<file path="src/rtl/laser_pkg.sv">
// Shared definitions for the laser shot receive path: FSM encodings, the no-return
// marker and the packed layout of the per-shot flag word.
package laser_pkg;

    localparam logic [1:0] ST_IDLE    = 2'd0;
    localparam logic [1:0] ST_COLLECT = 2'd1;
    localparam logic [1:0] ST_OUTPUT  = 2'd2;
    localparam logic [1:0] ST_DONE    = 2'd3;

    // Wide all-ones pattern; users truncate to their own time-word width.
    localparam logic [63:0] NO_ECHO_TOF = '1;

    // Bit 2 = overflow, bit 1 = timeout, bit 0 = no_fire.
    typedef struct packed {
        logic overflow;
        logic timeout;
        logic no_fire;
    } shot_flags_t;

endpackage

</file>
<file path="src/rtl/echo_pair_detect.sv">
// Pairs TDC rise/fall stop events into echoes; strobes {tof, width} in the cycle of
// the qualifying falling edge.
module echo_pair_detect #(
    parameter int TW        = 16,
    parameter int MIN_WIDTH = 2
) (
    input  logic          i_clk_50m,
    input  logic          i_rst_n,
    input  logic          i_clear,
    input  logic          i_hit_en,
    input  logic          i_hit_edge,
    input  logic [TW-1:0] i_hit_time,
    output logic          o_echo_stb,
    output logic [TW-1:0] o_echo_tof,
    output logic [TW-1:0] o_echo_width
);

    logic          pend_q, pend_d;
    logic [TW-1:0] rise_q, rise_d;
    logic [TW-1:0] width;

    always_comb begin
        pend_d     = pend_q;
        rise_d     = rise_q;
        width      = i_hit_time - rise_q;
        o_echo_stb = 1'b0;
        if (i_clear) begin
            pend_d = 1'b0;
        end else if (i_hit_en) begin
            if (i_hit_edge) begin
                pend_d = 1'b1;
                rise_d = i_hit_time;
            end else if (pend_q) begin
                pend_d     = 1'b0;
                o_echo_stb = (width >= TW'(MIN_WIDTH));
            end
        end
    end

    always_ff @(posedge i_clk_50m or negedge i_rst_n) begin
        if (!i_rst_n) begin
            pend_q <= 1'b0;
            rise_q <= '0;
        end else begin
            pend_q <= pend_d;
            rise_q <= rise_d;
        end
    end

    assign o_echo_tof   = rise_q;
    assign o_echo_width = width;

endmodule

</file>
<file path="src/rtl/tdc_echo_capture.sv">
// Collects TDC echoes while the window is open, buffers up to MAX_ECHO per shot and
// streams them out over valid/ready with per-shot flags.
//  state   | meaning
//  IDLE    | waiting for the TDC window to open (i_disable_tdc 1->0)
//  COLLECT | window open, pairing and buffering echoes, counting window cycles
//  OUTPUT  | streaming buffered echoes (or one no-return word)
//  DONE    | one-cycle shot_done pulse
module tdc_echo_capture
    import laser_pkg::*;
#(
    parameter int TW        = 16,
    parameter int MAX_ECHO  = 4,
    parameter int MIN_WIDTH = 2,
    parameter int TIMEOUT   = 255,
    localparam int IW       = $clog2(MAX_ECHO)
) (
    input  logic          i_clk_50m,
    input  logic          i_rst_n,
    input  logic          i_disable_tdc,
    input  logic          i_laser_str,
    input  logic          i_hit_valid,
    input  logic          i_hit_edge,
    input  logic [TW-1:0] i_hit_time,
    output logic          o_echo_valid,
    input  logic          i_echo_ready,
    output logic [TW-1:0] o_echo_tof,
    output logic [TW-1:0] o_echo_width,
    output logic [IW-1:0] o_echo_idx,
    output logic          o_echo_last,
    output logic [2:0]    o_shot_flags,
    output logic          o_shot_done
);

    localparam int CW    = IW + 1;
    localparam int WIN_W = ($clog2(TIMEOUT + 1) > 8) ? $clog2(TIMEOUT + 1) : 8;
    localparam logic [TW-1:0] NO_TOF = TW'(NO_ECHO_TOF);

    logic [1:0]       state_q, state_d;
    logic             dis_prev_q;
    logic [CW-1:0]    cnt_q, cnt_d;
    logic [IW-1:0]    rd_idx_q, rd_idx_d;
    logic [WIN_W-1:0] win_q, win_d;
    logic             ovf_q, ovf_d, tmo_q, tmo_d, fired_q, fired_d;
    logic [TW-1:0]    buf_tof_q [MAX_ECHO];
    logic [TW-1:0]    buf_tof_d [MAX_ECHO];
    logic [TW-1:0]    buf_w_q   [MAX_ECHO];
    logic [TW-1:0]    buf_w_d   [MAX_ECHO];

    logic             collecting, win_expired, hit_en;
    logic             echo_stb;
    logic [TW-1:0]    echo_tof, echo_width;
    logic [IW-1:0]    last_idx;
    logic             in_output, is_last;
    shot_flags_t      flags;

    assign collecting  = (state_q == ST_COLLECT);
    assign win_expired = (win_q == WIN_W'(TIMEOUT));
    // Hits in the closing cycle (gate raised or timeout reached) are dropped.
    assign hit_en      = collecting && i_hit_valid && !i_disable_tdc && !win_expired;

    echo_pair_detect #(.TW(TW), .MIN_WIDTH(MIN_WIDTH)) u_pair (
        .i_clk_50m    (i_clk_50m),
        .i_rst_n      (i_rst_n),
        .i_clear      (!collecting),
        .i_hit_en     (hit_en),
        .i_hit_edge   (i_hit_edge),
        .i_hit_time   (i_hit_time),
        .o_echo_stb   (echo_stb),
        .o_echo_tof   (echo_tof),
        .o_echo_width (echo_width)
    );

    assign last_idx = (cnt_q == '0) ? '0 : IW'(cnt_q - CW'(1));
    assign is_last  = (rd_idx_q == last_idx);

    always_comb begin
        state_d   = state_q;
        cnt_d     = cnt_q;
        rd_idx_d  = rd_idx_q;
        win_d     = win_q;
        ovf_d     = ovf_q;
        tmo_d     = tmo_q;
        fired_d   = fired_q;
        buf_tof_d = buf_tof_q;
        buf_w_d   = buf_w_q;
        case (state_q)
            ST_IDLE: begin
                if (dis_prev_q && !i_disable_tdc) begin
                    state_d  = ST_COLLECT;
                    cnt_d    = '0;
                    rd_idx_d = '0;
                    win_d    = '0;
                    ovf_d    = 1'b0;
                    tmo_d    = 1'b0;
                    fired_d  = 1'b0;
                end
            end
            ST_COLLECT: begin
                if (i_laser_str) fired_d = 1'b1;
                if (win_q != '1) win_d = win_q + WIN_W'(1);
                if (echo_stb) begin
                    if (cnt_q < CW'(MAX_ECHO)) begin
                        buf_tof_d[cnt_q[IW-1:0]] = echo_tof;
                        buf_w_d[cnt_q[IW-1:0]]   = echo_width;
                        cnt_d                    = cnt_q + CW'(1);
                    end else begin
                        ovf_d = 1'b1;
                    end
                end
                if (i_disable_tdc || win_expired) begin
                    state_d  = ST_OUTPUT;
                    rd_idx_d = '0;
                    if (win_expired) tmo_d = 1'b1;
                end
            end
            ST_OUTPUT: begin
                if (i_echo_ready) begin
                    if (is_last) state_d = ST_DONE;
                    else         rd_idx_d = rd_idx_q + IW'(1);
                end
            end
            default: state_d = ST_IDLE;
        endcase
    end

    always_ff @(posedge i_clk_50m or negedge i_rst_n) begin
        if (!i_rst_n) begin
            state_q    <= ST_IDLE;
            dis_prev_q <= 1'b1;
            cnt_q      <= '0;
            rd_idx_q   <= '0;
            win_q      <= '0;
            ovf_q      <= 1'b0;
            tmo_q      <= 1'b0;
            fired_q    <= 1'b0;
            for (int i = 0; i < MAX_ECHO; i++) begin
                buf_tof_q[i] <= '0;
                buf_w_q[i]   <= '0;
            end
        end else begin
            state_q    <= state_d;
            dis_prev_q <= i_disable_tdc;
            cnt_q      <= cnt_d;
            rd_idx_q   <= rd_idx_d;
            win_q      <= win_d;
            ovf_q      <= ovf_d;
            tmo_q      <= tmo_d;
            fired_q    <= fired_d;
            buf_tof_q  <= buf_tof_d;
            buf_w_q    <= buf_w_d;
        end
    end

    assign in_output     = (state_q == ST_OUTPUT);
    assign flags.overflow = ovf_q;
    assign flags.timeout  = tmo_q;
    assign flags.no_fire  = !fired_q;

    assign o_echo_valid = in_output;
    assign o_echo_tof   = !in_output ? '0 : (cnt_q == '0) ? NO_TOF : buf_tof_q[rd_idx_q];
    assign o_echo_width = (!in_output || cnt_q == '0) ? '0 : buf_w_q[rd_idx_q];
    assign o_echo_idx   = in_output ? rd_idx_q : '0;
    assign o_echo_last  = in_output && is_last;
    assign o_shot_flags = in_output ? flags : 3'b000;
    assign o_shot_done  = (state_q == ST_DONE);

endmodule

</file>
<file path="config.mk">
export PLATFORM = sky130hd
export DESIGN_NAME = tdc_echo_capture
export DESIGN_NICKNAME = d
export VERILOG_FILES = /design/src/rtl/laser_pkg.sv /design/src/rtl/echo_pair_detect.sv /design/src/rtl/tdc_echo_capture.sv
export SDC_FILE = /design/constraint.sdc
export NUM_CORES = 1
export LEC_CHECK = 0
export BUFFER_PORTS_ARGS = -buffer_cell sky130_fd_sc_hd__buf_2
export CORE_MARGIN = 1.5
export CORE_UTILIZATION = 30
export DETAILED_ROUTE_END_ITERATION = 12
export GPL_TIMING_DRIVEN = 0
export PLACE_DENSITY = 0.54
export SYNTH_ARGS = -nofsm -noshare
export SYNTH_HDL_FRONTEND = slang
export SYNTH_SLANG_ARGS = --single-unit
</file>
<file path="constraint.sdc">
create_clock -name i_clk_50m -period 6 [get_ports i_clk_50m]
set_input_delay 0.3 -clock i_clk_50m [delete_from_list [all_inputs] [get_ports i_clk_50m]]
set_output_delay 0.3 -clock i_clk_50m [all_outputs]
set_load 0.05 [all_outputs]
</file>
## Yosys cells after proc, flatten, opt, wreduce, memory -nomap -nowiden

Index checks and enable logic that the tools add are counted.

| word-level totals | value |
|---|---|
| register bits after elaboration | 164 |
| bits in latches | 0 |
| memory bits (writable) | 0 |
| memory bits (read-only) | 0 |
| bits of input ports | 23 |
| memories kept | 0 |

| operators by class | value |
|---|---|
| $add $sub $neg | 5 |
| multiply operators | 0 |
| div/mod/pow operators | 0 |
| magnitude comparators | 5 |
| equality and inequality tests | 18 |
| shift operators | 0 |
| muxes and demuxes | 49 |
| bitwise operators | 2 |
| reduce and logical (&&, ||, !) cells | 25 |

Operators by type and width:

| operator | count |
|---|---|
| $bwmux W64 | 2 |
| $mux W16 | 8 |
| $bmux W16 S2 | 2 |
| $demux W16 S2 | 1 |
| $mux W2 | 10 |
| $ge A16 B2 Y1 const B | 1 |
| $mux W8 | 2 |
| $pmux W8 S2 | 1 |
| $reduce_and A4 Y1 | 4 |
| $sub A16 B16 Y16 | 1 |
| $ne A2 B1 Y1 const B | 7 |
| $mux W1 | 13 |
| $mux W3 | 4 |
| $pmux W2 S3 | 2 |
| $reduce_and A3 Y1 | 4 |
| $ne A2 B2 Y1 const B | 5 |
| $add A8 B1 Y8 const B | 1 |
| $eq A8 B8 Y1 const B | 1 |
| $ne A8 B8 Y1 const B | 1 |
| $ge A3 B3 Y1 const B | 2 |
| $logic_and A1 B1 Y1 | 6 |
| $not A2 Y3 | 2 |
| $pmux W1 S2 | 3 |
| $pmux W3 S2 | 1 |
| 15 further kinds | 20 |

## Logic depth before layout (Yosys ltp)

Gate-level depths: netlist (run 1).

| logic depth | value |
|---|---|
| word-level depth | 8 |
| mapped depth | 14 |

## Hierarchy

A second synthesis (run 1) with hierarchy kept.

| unflattened totals | value |
|---|---|
| cell total of the unflattened synthesis | 646 |
| area total of the unflattened synthesis | 8489.4 um2 |

By module, submodules not included:

| module | instances | cells each | area each (um2) | sequential area each (um2) |
|---|---|---|---|---|
| tdc_echo_capture | 1 | 475 | 6960.4 | 3679.8 |
| echo_pair_detect | 1 | 171 | 1529.0 | 425.4 |

## Least setup slack after synthesis (run 1)

No wires, ideal clock.

| timing path | value |
|---|---|
| path kind | register to register |
| from | register u_pair.rise_q[0], in the netlist u_pair.o_echo_tof[0] |
| to | register buf_w_q[44] in the netlist's numbering |
| library setup time | 127 ps |
| arrival | 3961 ps |
| data required time | 5873 ps |
| path slack | 1911 ps |
| stages on the path, launching flop included | 14 |
| cells stage by stage | dfrtp_1 > ha_1 > fa_1 > nand2b_1 > a21oi_1 > xor2_1 > or4b_1 > a2111o_1 > or4_1 > or4b_1 > buf_6 > nand2_8 > buf_12 > mux2_1 |

| on the way | value |
|---|---|
| cells in the longest elaborated chain, start to end | 7 |
| elaborated cells between the ends (all ways) | 8 |
| classes of those cells | add/sub: 1; order compare: 1; mux: 5; reduce/logical: 1 |

RTL lines:

| item | line | text |
|---|---|---|
| start: declaration | echo_pair_detect.sv:19 | `logic [TW-1:0] rise_q, rise_d;` |
| start signal: assignment | echo_pair_detect.sv:46 | `rise_q <= rise_d;` |
| $sub A16 B16 Y16 (*) | echo_pair_detect.sv:25 | `width = i_hit_time - rise_q;` |
| $ge A16 B2 Y1 | echo_pair_detect.sv:35 | `o_echo_stb = (width >= TW'(MIN_WIDTH));` |
| $mux W1 | echo_pair_detect.sv:33 | `end else if (pend_q) begin` |
| $mux W1 | echo_pair_detect.sv:30 | `if (i_hit_edge) begin` |
| $mux W1 | echo_pair_detect.sv:29 | `end else if (i_hit_en) begin` |
| $mux W1 | echo_pair_detect.sv:27 | `if (i_clear) begin` |
| $reduce_and A3 Y1 (no source line) | n/a |  |
| end signal: assignment | tdc_echo_capture.sv:150 | `buf_w_q <= buf_w_d;` |
| end: declaration | tdc_echo_capture.sv:46 | `logic [TW-1:0] buf_w_q [MAX_ECHO];` |

Mark *: on every way between the ends. The rest lies on a longest branch, timed or not.
A chain may end at the register's enable or synchronous reset.

## Worst setup path after layout (run 1)

| timing path | value |
|---|---|
| from | register u_pair.rise_q[0], in the netlist u_pair.o_echo_tof[0] |
| to | register buf_tof_q[62] in the netlist's numbering |

| on the way | value |
|---|---|
| cells in the longest elaborated chain, start to end | 7 |

RTL lines:

| item | line | text |
|---|---|---|
| $sub A16 B16 Y16 | echo_pair_detect.sv:25 |  |
| $ge A16 B2 Y1 | echo_pair_detect.sv:35 |  |
| $mux W1 | echo_pair_detect.sv:33 |  |
| $mux W1 | echo_pair_detect.sv:30 |  |
| $mux W1 | echo_pair_detect.sv:29 |  |
| $mux W1 | echo_pair_detect.sv:27 |  |
| $reduce_and A3 Y1 (no source line) | n/a |  |
| end signal: assignment | tdc_echo_capture.sv:149 | `buf_tof_q <= buf_tof_d;` |
| end: declaration | tdc_echo_capture.sv:44 | `logic [TW-1:0] buf_tof_q [MAX_ECHO];` |

Every way passes these cells.

==> summary.txt, run 1 <==
Outcome
  • Status: finished, final reports clean

Synthesis
  • Synthesized area: 8920 um2
  • Post-synthesis net count: 740
  • Synth cell types: between 60 and 70
  • Synth Flop Type: dfrtp_1
  • Post-Syn Instances: a little under 700
  • Synth area leader: dfrtp_1
  • Top post-synthesis cells by area: dfrtp_1 46%, mux2_4 13%, mux4_2 8.1%, ha_1 3.4%, nor2_1 2.7%
  • Sequential share of the synthesized area: 0.460
  • Yosys warning count: 0
  • Syn avg cell area: about 13 um2
  • Post-synth top area share: 0.457
  • Synthesis-stage register bit count: 164
  • Fraction of registers with async set/reset: 1.00
  • Number of synthesized flops with an enable pin: 0

Setup path
  • Worst-path fanout max: 10
  • R2r setup slk: 1470 ps
  • CP max stage delay: 530 ps
  • Path depth of the worst reg2reg path: 13
  • Crit-path cells: ha_1 > fa_1 > nand2b_1 > a21oi_1 > xor2_1 > or4b_1 > a2111o_1 > or4_1 > or4b_1 > buf_6 > nand2_8 > buf_8 > mux2_1
  • Crit-path slowest cell: or4b_1
  • Crit. End Element: flip-flop
  • CP arrival: ~4800 ps
  • CP Launch Type: flip-flop
  • Cell mode on critical path: or4b_1
  • Required time of the critical path: around 6300 ps
  • Crit Path Class: flip-flop to flip-flop

Floorplan
  • Die footprint: 30,800 um2
  • Die X: 175 um
  • FP Rows: just over 60
  • Initial core utilization: 0.308
  • IO Pins: between 60 and 70
  • Die height: between 150 and 200 um
  • Std-Cell Core Area: between 20,000 and 30,000 um2

Hold path
  • Class of the worst hold path: primary input to flip-flop
  • Worst Hold Depth: 3

CTS
  • # clock sinks: between 150 and 200
  • H-tree depth: 4
  • Root Buffer: clkbuf_16
  • Clock Latency Late Sink: around 430 ps
  • CTS tree: done
  • Num CTS Buffers: 17
  • Clock transition at the registers of the reported paths: approximately 70 ps
  • Post-CTS setup buffer count: 0
  • CTS Buffer Depth: 2
  • Post_cts resized: 0

STA
  • Hold_ws: roughly 120 ps
  • Rel. slew slack: 0.249
  • Final Hold Fails: 0
  • Max Slew Vio Count: 0
  • PnR worst setup slack: about 1500 ps
  • Max Fclk: 0.221 GHz
  • Worst slew pin tran: about 1100 ps
  • Tmin final: ~4500 ps
  • Total negative setup slack: 0 ps
  • Period utilisation layout: 0.755
  • Final setup viols: 0
  • Clock skew: 14.5 ps
  • RSZ-0062 raised after global routing: no

Place
  • Placed cell area: a little under 10,000 um2
  • RePlAce Congestion: 0.748
  • Port Buf Inserts: 62
  • Post-Place Setup Slack: 1520 ps
  • HPWL after DPL: approximately 15 mm
  • Number of cells after detailed placement: 1,139

Route
  • Final wirelength: 22.0 mm
  • DRT Pass-1 Iters: 4
  • Starting DRT DRC Count: approximately 310
  • Final ANT Viol Nets: 0
  • DRC: 0
  • WL/cell: roughly 19 um
  • Vias per cell: approximately 4.8
  • Via count: between 5,000 and 6,000

Global routing
  • Number of global-route vias before repair: between 6,000 and 7,000
  • GRT Residual Overflow: 0
  • First-pass GRT wire length: 35.5 mm
  • Antenna violations before repair: 1
  • Largest net degree at the start of global routing: ~100
  • Total GRT Usage: 0.152

Layout
  • Post-route insts no fill: roughly 1,200
  • Share of post-route cells with drive strength above 1: 0.312
  • Commonest cells after routing, fill and taps aside: 163 x dfrtp_1, 78 x mux2_4, 64 x nor2_1, 61 x buf_2, 35 x inv_1
  • Layout area overhead: 16.4%
  • Final #Nets: slightly above 800
  • Fin area: slightly above 10,000 um2
  • Commonest non-fill, non-tap cell in the layout: dfrtp_1

Power and ir drop
  • Leak: approximately 0.0052 uW
  • Pwr Density: slightly below 400 nW/um2
  • Worst vdd ir: a little over 0.0002 V

Flow run
  • Max-cap viol count: 0
## path summary, 6_finish.rpt
path	from	endpoint
min in group asynchronous	i_rst_n	win_q[7]$_DFFE_PN0P_
worst max-delay path	u_pair.o_echo_tof[0]$_DFFE_PN0P_	buf_tof_q[62]$_DFFE_PN0P_
worst min register to register	buf_w_q[8]$_DFFE_PN0P_	buf_w_q[8]$_DFFE_PN0P_
worst max register to register	u_pair.o_echo_tof[0]$_DFFE_PN0P_	buf_tof_q[62]$_DFFE_PN0P_
worst min-delay path	i_hit_time[2]	u_pair.o_echo_tof[2]$_DFFE_PN0P_
max in group asynchronous	i_rst_n	buf_tof_q[16]$_DFFE_PN0P_
## power breakdown
group	leakage, uW	switching, uW	internal (uW)	total, uW
combinational	0.00273	1130	502	1640
clock	0.000291	462	671	1130
sequential	0.00220	99.4	1190	1290
total	0.00522	1700	2360	4050
## state kept, by name (all words and copies together) (netlist names), 2 cells and up
name / cells
u_pair.o_echo_tof: 16
buf_w_q: 64
rd_idx_q: 2
state_q: 2
buf_tof_q: 64
cnt_q: 3
win_q: 8
## repair_timing
action | in CTS | in global routing
hold buffers | 2 | 0
endpoints found under the setup margin | 0 | 0
endpoints found under the hold margin | 64 | 0
## critical path, delay by kind of cell (launching register included)
kind / cells / cell delay [ps]
simple gates: 5 / 1810
fa+ha+maj: 2 / 660
compound gates: 2 / 570
flops: 1 / 450
buf+inv: 2 / 360
mux: 1 / 330
xor+xnor: 1 / 210
## logic make-up after synthesis
family          count (synthesis)  synth area share
compound gates                113            0.0885
xor+xnor                       14            0.0146
fa+ha+maj                      25            0.0359
buf+inv                        74            0.0524
flops                         164             0.460
mux                           147             0.257
simple gates                  155            0.0915
## stage by stage
stage	total power, uW	util
2_1_floorplan	2440	-
3_3_place_gp	2950	0.335
3_5_place_dp	2960	0.336
4_1_cts	4120	0.358
5_1_grt	4320	0.358
6_report	4050	0.358
## layout make-up
cell class / instances / area (um2)
multi-input cells: 454 / 4350
flip-flops and latches: 164 / 4110
repair buffers: 65 / 368
well taps: 384 / 480
plain buffers: 39 / 337
clock buffers: 22 / 494
inverters: 35 / 131
fillers: 2853 / 18600
clock inverters: 10 / 121
diodes: 1 / 2.50
## per-layer routing
metal | global-route usage | vias to the layer above | part of all wire
met1 | 0.212 | 2873 | 0.49
met4 | 0.0402 | 0 | 0.013
met5 | 0 | - | 0
met3 | 0.0297 | 17 | 0.033
li1 | - | 2674 | -
met2 | 0.241 | 93 | 0.47
## cells in the mapped netlist (4+ instances only)
library cell and instances:
buf_1 5, a21oi_1 24, nand2b_1 5, ha_1 24
nand2_8 4, o211ai_1 4, mux2_2 16, mux2_4 78
o2bb2ai_1 8, buf_12 8, and3_1 22, a22o_1 16
clkbuf_1 20, nand2_1 24, o21ai_0 23, buf_8 4
nor2b_1 7, xnor2_1 8, nand3_1 6, and2_1 6
xor2_1 5, mux4_2 32, mux2_1 10, a32o_1 4
inv_1 35, mux2i_1 11, nor2_1 64, a21o_1 6
dfrtp_1 163
No activity file was read; power rests on OpenSTA's default activity.
==> run 2: changes to the inputs <==
==> constraint.sdc (replaced) <==
create_clock -name i_clk_50m -period 4.34 [get_ports i_clk_50m]
set_input_delay 0.217 -clock i_clk_50m [delete_from_list [all_inputs] [get_ports i_clk_50m]]
set_output_delay 0.217 -clock i_clk_50m [all_outputs]
set_load 0.05 [all_outputs]
==> run 2 against run 1 <==
Effect of this change: die area is the same; sequential power grew 38%; combinational power grew 46%; utilization grew 1.6 points; critical path depth is the same; power grew 42%; sequential cell count is the same; design area grew 4.5%; non-clock buffer count grew 26; cell count grew 2.2%; clock skew shrank 4.4 ps; largest cell class unchanged.
==> summary.txt, run 2 (synthesis gave the netlist of run 1 again) <==
Floorplan
  • Die X: roughly 180 um
  • Std-Cell Core Area: ~29,000 um2
  • Die footprint: just over 30,000 um2
  • Die height: around 180 um
  • FP Rows: 62
  • Initial core utilization: 0.308
  • IO Pins: 63

Global routing
  • GRT Residual Overflow: 0
  • Largest net degree at the start of global routing: between 100 and 150
  • First-pass GRT wire length: ~35 mm
  • Total GRT Usage: 0.152
  • Antenna violations before repair: 1
  • Number of global-route vias before repair: 6,132

CTS
  • CTS Buffer Depth: 2
  • Root Buffer: clkbuf_16
  • H-tree depth: 4
  • Num CTS Buffers: 17
  • CTS tree: done
  • Clock Latency Late Sink: 430 ps
  • # clock sinks: about 160
  • Clock transition at the registers of the reported paths: 70 ps

STA
  • Max Slew Vio Count: 0
  • Rel. slew slack: 0.251
  • Final setup viols: 0
  • Max Fclk: ~0.23 GHz
  • Tmin final: roughly 4300 ps
  • PnR worst setup slack: between 60 and 70 ps
  • Clock skew: around 10 ps
  • Worst slew pin tran: about 1100 ps
  • RSZ-0062 raised after global routing: yes
  • Final Hold Fails: 0
  • Total negative setup slack: 0 ps
  • Period utilisation layout: 0.986

Layout
  • Final #Nets: 850
  • Multi-input combinational cell area: ~4400 um2
  • Commonest non-fill, non-tap cell in the layout: dfrtp_1
  • Layout fillers: about 2,800
  • Commonest cells after routing, fill and taps aside: 162 x dfrtp_1, 87 x mux2_4, 64 x nor2_1, 61 x buf_2, 35 x inv_1
  • Layout area overhead: 21.6%
  • Post-route insts no fill: around 1,200
  • Final Util: 0.374
  • Share of post-route cells with drive strength above 1: 0.357
  • Reg area: approximately 4000 um2

Route
  • Vias per cell: just under 5
  • Final wirelength: 23.1 mm
  • Final ANT Viol Nets: 0
  • DRC: 0
  • DRT Pass-1 Iters: 4
  • Starting DRT DRC Count: between 300 and 400
  • WL/cell: 19.3 um
  • Via count: 5,780

Power and ir drop
  • Leak: between 0.005 and 0.006 uW
  • Worst vdd ir: between 0.0002 and 0.0003 V
  • Pwr Density: 529 nW/um2

Setup path
  • Worst R2R End: buf_tof_q[51]$_DFFE_PN0P_
  • Worst-path fanout max: 7
  • R2r setup slk: just over 60 ps
  • Worst r2r src: u_pair.o_echo_tof[0]$_DFFE_PN0P_
  • Worst setup path end: buf_tof_q[51]$_DFFE_PN0P_
  • Required time of the critical path: about 4700 ps
  • CP Launch Type: flip-flop
  • Crit. End Element: flip-flop
  • CP arrival: about 4600 ps
  • Setup crit start: u_pair.o_echo_tof[0]$_DFFE_PN0P_
  • Path depth of the worst reg2reg path: 13
  • Crit Path Class: flip-flop to flip-flop

Place
  • Post-Place Setup Slack: -141 ps
  • HPWL after DPL: approximately 15 mm
  • Number of cells after detailed placement: between 1,000 and 1,500
  • Port Buf Inserts: 62
  • RePlAce Congestion: 0.748

Outcome
  • Status: finished, final reports clean

Hold path
  • Class of the worst hold path: primary input to flip-flop

Flow run
  • Max-cap viol count: 0
[run 2: per-layer routing]
metal  up-vias  wire length, um  share of wire  GRT usage
met4         0              296          0.013     0.0395
met2        96            10700           0.46      0.242
met5         -                0              0          0
met3        19              834          0.036     0.0284
li1       2730                -              -          -
met1      2935            11300           0.49      0.212
[run 2: what timing repair did]
action / CTS / global route
hold buffers: 2 / 0
resized for setup: 4 / 26
endpoints found under the hold margin: 64 / 0
endpoints found under the setup margin: 91 / 89
pin swaps: 0 / 3
buffers inserted: 1 / 17
gates cloned: 0 / 8
[run 2: how the worst min path moves through the flow]
stage / startpoint / endpoint / slack (ps) / cells after the start
after floorplan: i_rst_n / buf_tof_q[0]$_DFFE_PN0P_ / -80 / 0
after global placement: i_disable_tdc / dis_prev_q$_DFF_PN1_ / 350 / 1
after detailed placement: i_rst_n / win_q[7]$_DFFE_PN0P_ / 190 / 1
after CTS: i_laser_str / fired_q$_DFFE_PN0P_ / 10 / 3
after global routing: i_laser_str / fired_q$_DFFE_PN0P_ / 7 / 3
final: i_laser_str / fired_q$_DFFE_PN0P_ / 30 / 3
[run 2: cell type report]
| cell class | instances | area share |
|---|---|---|
| diodes | 1 | 0.000231 |
| plain buffers | 39 | 0.0337 |
| clock buffers | 22 | 0.0455 |
| clock inverters | 10 | 0.0112 |
| inverters | 35 | 0.0121 |
| multi-input cells | 454 | 0.410 |
| flip-flops and latches | 164 | 0.378 |
| well taps | 384 | 0.0443 |
| repair buffers | 91 | 0.0651 |
[run 2: power breakdown]
part / total [uW] / internal [uW] / switching, uW
combinational: 2390 / 770 / 1620
clock: 1580 / 928 / 649
sequential: 1780 / 1640 / 140
total: 5740 / 3340 / 2410
[run 2: stage by stage]
| step | hold slack (ps) | instance area, um2 | power (uW) |
|---|---|---|---|
| after floorplan | -78.6 | 8920 | 3380 |
| after global placement | 347 | 9720 | 4080 |
| after detailed placement | 190 | 9750 | 4090 |
| after CTS | 14.0 | 10400 | 5720 |
| after global routing | 6.82 | 10900 | 6100 |
| final | 25.0 | 10900 | 5740 |
[run 2: worst max-delay path, stage by stage, from the launching register on]
cell	delay [ps]
dfrtp_2	440
ha_4	170
fa_2	400
nand2b_4	170
a21oi_4	180
xor2_2	100
or4b_4	520
a2111o_1	380
or4_1	490
or4b_4	510
buf_12	180
nand2_8	130
clkbuf_16	190
mux2_4	290
